`config.mk`:
```
export PLATFORM = sky130hd
export DESIGN_NAME = backup_ram_ctrl
export DESIGN_NICKNAME = d
export VERILOG_FILES = /design/src/rtl/backup_ram_ctrl.sv
export SDC_FILE = /design/constraint.sdc
export NUM_CORES = 1
export LEC_CHECK = 0
export ABC_CLOCK_PERIOD_IN_PS = 2050
export BUFFER_PORTS_ARGS = -buffer_cell sky130_fd_sc_hd__buf_2
export CAP_MARGIN = 10
export CORE_ASPECT_RATIO = 1.25
export CORE_MARGIN = 2
export CORE_UTILIZATION = 48
export DETAILED_ROUTE_END_ITERATION = 10
export GPL_TIMING_DRIVEN = 0
export PLACE_DENSITY_LB_ADDON = 0.05
export SLEW_MARGIN = 30
export SYNTH_ARGS = -nofsm -noshare
export SYNTH_HDL_FRONTEND = slang
export SYNTH_SLANG_ARGS = --single-unit
export TNS_END_PERCENT = 5
```
`constraint.sdc`:
```
create_clock -name CLK_24M -period 2.05 [get_ports CLK_24M]
set_clock_uncertainty 0.05 [all_clocks]
set_input_delay 0.205 -clock CLK_24M [delete_from_list [all_inputs] [get_ports CLK_24M]]
set_output_delay 0.205 -clock CLK_24M [all_outputs]
set_load 0.05 [all_outputs]
```
`src/rtl/backup_ram_ctrl.sv`:
```
// Backup-RAM strobe/DTACK controller for two 32Kx8 byte-lane SRAMs on the 68000 bus.
// Optional write-protect latch enabled with `define BACKUP_RAM_LOCK_EN.
module backup_ram_ctrl #(
    parameter int WAIT_CYCLES = 3
) (
    input  logic        CLK_24M,
    input  logic        RESET,
    input  logic [23:1] M68K_ADDR,
    input  logic        nAS,
    input  logic        nLDS,
    input  logic        nUDS,
    input  logic        M68K_RW,
    output logic [14:0] SRAM_ADDR,
    output logic        nCE,
    output logic        nOEL,
    output logic        nOEU,
    output logic        nWEL,
    output logic        nWEU,
    output logic        nDTACK_SRAM,
    output logic        LOCKED
);

    typedef enum logic [1:0] {IDLE, ACCESS, ACK} state_t;

    localparam logic [3:0] CNT_INIT = 4'(WAIT_CYCLES - 1);

    state_t     state;
    logic [3:0] cnt;
    logic       ram_hit;

    assign ram_hit = (M68K_ADDR[23:20] == 4'hD);

`ifdef BACKUP_RAM_LOCK_EN
    logic reg_done;
    logic reg_hit;

    assign reg_hit = !nAS && !M68K_RW && !nLDS && (M68K_ADDR[23:16] == 8'h3A) &&
                     ((M68K_ADDR[4:1] == 4'b0110) || (M68K_ADDR[4:1] == 4'b1110));

    // reg_done makes each lock/unlock act once per address strobe
    always_ff @(posedge CLK_24M or posedge RESET) begin
        if (RESET) begin
            LOCKED   <= 1'b1;
            reg_done <= 1'b0;
        end else if (nAS) begin
            reg_done <= 1'b0;
        end else if (reg_hit && !reg_done) begin
            LOCKED   <= (M68K_ADDR[4:1] == 4'b0110);
            reg_done <= 1'b1;
        end
    end
`else
    logic unused_addr;
    assign unused_addr = &{1'b0, M68K_ADDR[19:16]};
    assign LOCKED      = 1'b0;
`endif

    always_ff @(posedge CLK_24M or posedge RESET) begin
        if (RESET) begin
            state       <= IDLE;
            cnt         <= 4'd0;
            SRAM_ADDR   <= 15'd0;
            nCE         <= 1'b1;
            nOEL        <= 1'b1;
            nOEU        <= 1'b1;
            nWEL        <= 1'b1;
            nWEU        <= 1'b1;
            nDTACK_SRAM <= 1'b1;
        end else begin
            case (state)
                IDLE: begin
                    if (!nAS && ram_hit) begin
                        state     <= ACCESS;
                        cnt       <= CNT_INIT;
                        SRAM_ADDR <= M68K_ADDR[15:1];
                        nCE       <= 1'b0;
                        nOEL      <= M68K_RW ? nLDS : 1'b1;
                        nOEU      <= M68K_RW ? nUDS : 1'b1;
                        nWEL      <= (!M68K_RW && !LOCKED) ? nLDS : 1'b1;
                        nWEU      <= (!M68K_RW && !LOCKED) ? nUDS : 1'b1;
                    end
                end
                ACCESS: begin
                    if (nAS) begin
                        state       <= IDLE;
                        nCE         <= 1'b1;
                        nOEL        <= 1'b1;
                        nOEU        <= 1'b1;
                        nWEL        <= 1'b1;
                        nWEU        <= 1'b1;
                        nDTACK_SRAM <= 1'b1;
                    end else if (cnt == 4'd0) begin
                        // nWE rises with DTACK so data/CE are held one cycle past the write
                        state       <= ACK;
                        nDTACK_SRAM <= 1'b0;
                        nWEL        <= 1'b1;
                        nWEU        <= 1'b1;
                    end else begin
                        cnt <= cnt - 4'd1;
                    end
                end
                ACK: begin
                    if (nAS) begin
                        state       <= IDLE;
                        nCE         <= 1'b1;
                        nOEL        <= 1'b1;
                        nOEU        <= 1'b1;
                        nWEL        <= 1'b1;
                        nWEU        <= 1'b1;
                        nDTACK_SRAM <= 1'b1;
                    end
                end
                default: state <= IDLE;
            endcase
        end
    end

endmodule

```
==> reports/qor.yml <==
status: "complete, no violations"
crit_arrival_ns: 2.13
rsz0062_at_grt: "false"
cp_top_family: "simple AND/OR/NAND/NOR gates"
synth.most_common_cell: "dfrtp_1"
fillers: 242
pwr-share-seq_pct: 32.3
path_class: "reg2reg"
swShare_pct: 51.37
grt_pass1_vias: 1000
cts_max_path_buffers: 2
crit_required_ns: 2.23
clkSinkCount: 27
ant_nets: 0
antenna_found_initial: 0
p_comb_share_pct: 59.7
fin_tns_setup_ns: 0
p_sw_mw: 1.460
r2r_end: "state[1]$_DFFE_PP0P_"
post_drt_via_cell_ratio: 5.047
multi_input_area_um2: 596.8
hold_depth: 2
hp-class: "in2reg"
synth_commonest_cells: "21 x dfrtp_1, 16 x mux2_1, 8 x inv_1"
yosys_warnings: 0
start_util_pct: 50.47
min_period_ns: 1.952
postSynthAreaPerCell_um2: 12.30
drv_slew: 0
setup_viol: 0
max-cap-violations: 0
cp-start-kind: "register"
avgRoutedWirePerCell_um: 12.52
seq_area_um2: 684.4
nNetsFinal: 196
cts_tree: "built"
synth_top_flop_cell: "dfrtp_1"
synth-seq-cells: 27
final_core_util_pct: 61.72
p_leak_nw: 0.8102
p_int_mw: 1.382
power.density_mw_per_mm2: 1718
path_cells: "inv_1 -> ha_1 -> or4b_1 -> o211ai_2 -> nand2_4 -> mux2_4"
finalWeightedCongestion: 0.7785
vias: 974
die_w_um: 51.48
die_h_um: 63.35
crit_fanout: 6
syn-cell-area_mm2: 0.001353
r2r_slack_ns: 0.1
dpl.hpwl_um: 1850
die_area_mm2: 0.003261
slew_headroom_pct: 62.52
peakVddDrop_uv: 991.5
core_area_mm2: 0.002680
place.port_buffers: 44
min_to: "SRAM_ADDR[9]$_DFFE_PP0P_"
synth_cells: 110
crit_slowest_cell: "or4b_1"
synth_top_area_share_pct: 38.85
insertion_delay_ns: 0.32
netlist_top_cells_area: "dfrtp_1 39%, mux2_1 13%, dfstp_2 12%"
period_share_pct: 95.24
post-cts-setup-buffers: 0
rr_startpoint: "state[0]$_DFFE_PP0P_"
grt_max_degree: 28
drt_first_pass_iters: 4
max_freq_ghz: 0.5122
drt_iter0_drc: 24
path_clk_slew_ns: 0.15
n_antenna_cell: 0
grt_use_total_pct: 17.57
cts.htree.levels: 1
hold_start: "M68K_ADDR[10]"
async_flop_share_pct: 100.0
worstMarginPinSlew_ns: 0.5613
rr_worst_depth: 6
finalHoldViolCount: 0
power_frac_clock_pct: 8.1
synth.distinct_cells: 39
cts-root-buf: "clkbuf_4"
pin_count: 51
critPathBufInv: 1
synth_nets: 146
drt_wl_total_um: 2416
grt_overflow: 0
yosys.area.top_type: "dfrtp_1"
drc_errors: 0
cts_buffers: 3
grt_pass1_wl_um: 4388
cp-end-kind: "register"
cp_slowest_stage_delay_ns: 0.51
drive_above_1_share_pct: 42.77
area_growth_pct: 22.29
rows: 21
yosysSeqAreaShare_pct: 50.51
synth_edf_count: 0
==> power groups by stage <==
stage / sequential [mW] / clock (mW) / combinational (mW)
after floorplan: 1.54 / 0 / 0.742
after global placement: 0.911 / 0 / 1.68
after detailed placement: 0.927 / 0 / 1.71
after CTS: 0.919 / 0.241 / 1.71
after global routing: 0.954 / 0.263 / 1.84
final: 0.917 / 0.230 / 1.70
==> metal layers <==
layer / wire, um / GRT usage (%) / part of all wire [%] / up-vias
met5: 0 / 0 / 0 / -
met4: 15 / 6.908 / 0.62 / 0
met3: 106 / 2.607 / 4.4 / 2
met2: 1183 / 27.40 / 49 / 22
met1: 1110 / 24.41 / 46 / 463
li1: - / - / - / 487
==> metrics by stage <==
stage	instance area [um^2]	power, mW	hold slack, ns	worst slack (ns)	std cells
2_1_floorplan	1353	2.281	0.2033	0.2282	110
3_3_place_gp	1615	2.594	0.3654	0.1267	188
3_5_place_dp	1615	2.634	0.2431	0.08363	188
4_1_cts	1653	2.871	0.01646	0.05908	193
5_1_grt	1654	3.061	0.008821	0.01770	193
6_report	1654	2.842	0.02757	0.09763	193
==> worst max-delay path by stage <==
stage | end | start | cells past startpoint
5_1_grt | state[1]$_DFFE_PP0P_ | state[0]$_DFFE_PP0P_ | 6
4_1_cts | state[1]$_DFFE_PP0P_ | state[0]$_DFFE_PP0P_ | 6
3_3_place_gp | state[1]$_DFFE_PP0P_ | state[0]$_DFFE_PP0P_ | 6
3_5_place_dp | state[1]$_DFFE_PP0P_ | state[0]$_DFFE_PP0P_ | 6
2_1_floorplan | state[1]$_DFFE_PP0P_ | state[0]$_DFFE_PP0P_ | 6
6_report | state[1]$_DFFE_PP0P_ | state[0]$_DFFE_PP0P_ | 6
==> registers in the layout (all words and copies together), names as in the netlist <==
signal,count
SRAM_ADDR,15
cnt,4
nCE,1
nDTACK_SRAM,1
nOEL,1
nOEU,1
nWEL,1
nWEU,1
state,2
==> cell type report <==
type	instances	share of cell area, %
repair buffers	45	13.92
clock buffers	3	1.362
flip-flops and latches	27	41.38
inverters	8	1.815
clock inverters	1	0.3026
multi-input cells	70	36.08
well taps	34	2.572
plain buffers	5	2.572
==> logic make-up after synthesis <==
| kind of cell | after synthesis | synth area share [%] |
|---|---|---|
| AO/OA/AOI/OAI | 22 | 12.30 |
| adder cells (fa/ha/maj) | 7 | 6.475 |
| buffers and inverters | 13 | 5.365 |
| flip-flops | 27 | 50.51 |
| multiplexers | 18 | 15.17 |
| other | 1 | 0.2773 |
| AND/OR/NAND/NOR | 22 | 9.898 |
==> cell usage in the layout (no fill, tap or decap), drive strengths merged <==
master and instances:
o21ai 1, nor2b 2, clkinv 1, nor2 4, o2bb2ai 1, dlygate4sd3 1
clkbuf 4, conb 1, o21a 1, o31a 2, nand4b 1, dfrtp 21
nor4 1, o41ai 1, inv 8, a31o 1, dfstp 6, a31oi 4
a22o 1, mux2 17, nor3b 2, and2b 1, or3b 1, or4b 1
ha 7, and3 1, o211ai 1, a21oi 8, o31ai 1, nor3 2
mux2i 1, buf 48, nand2 6
==> what timing repair did <==
| action | 4_1_cts | 5_1_grt |
|---|---|---|
| hold buffers | 1 | 0 |
| setup endpoints to repair | 0 | 1 |
| resized for setup | 0 | 1 |
| hold endpoints to repair | 21 | 0 |
Note: power is estimated with default switching activity, not from simulation.
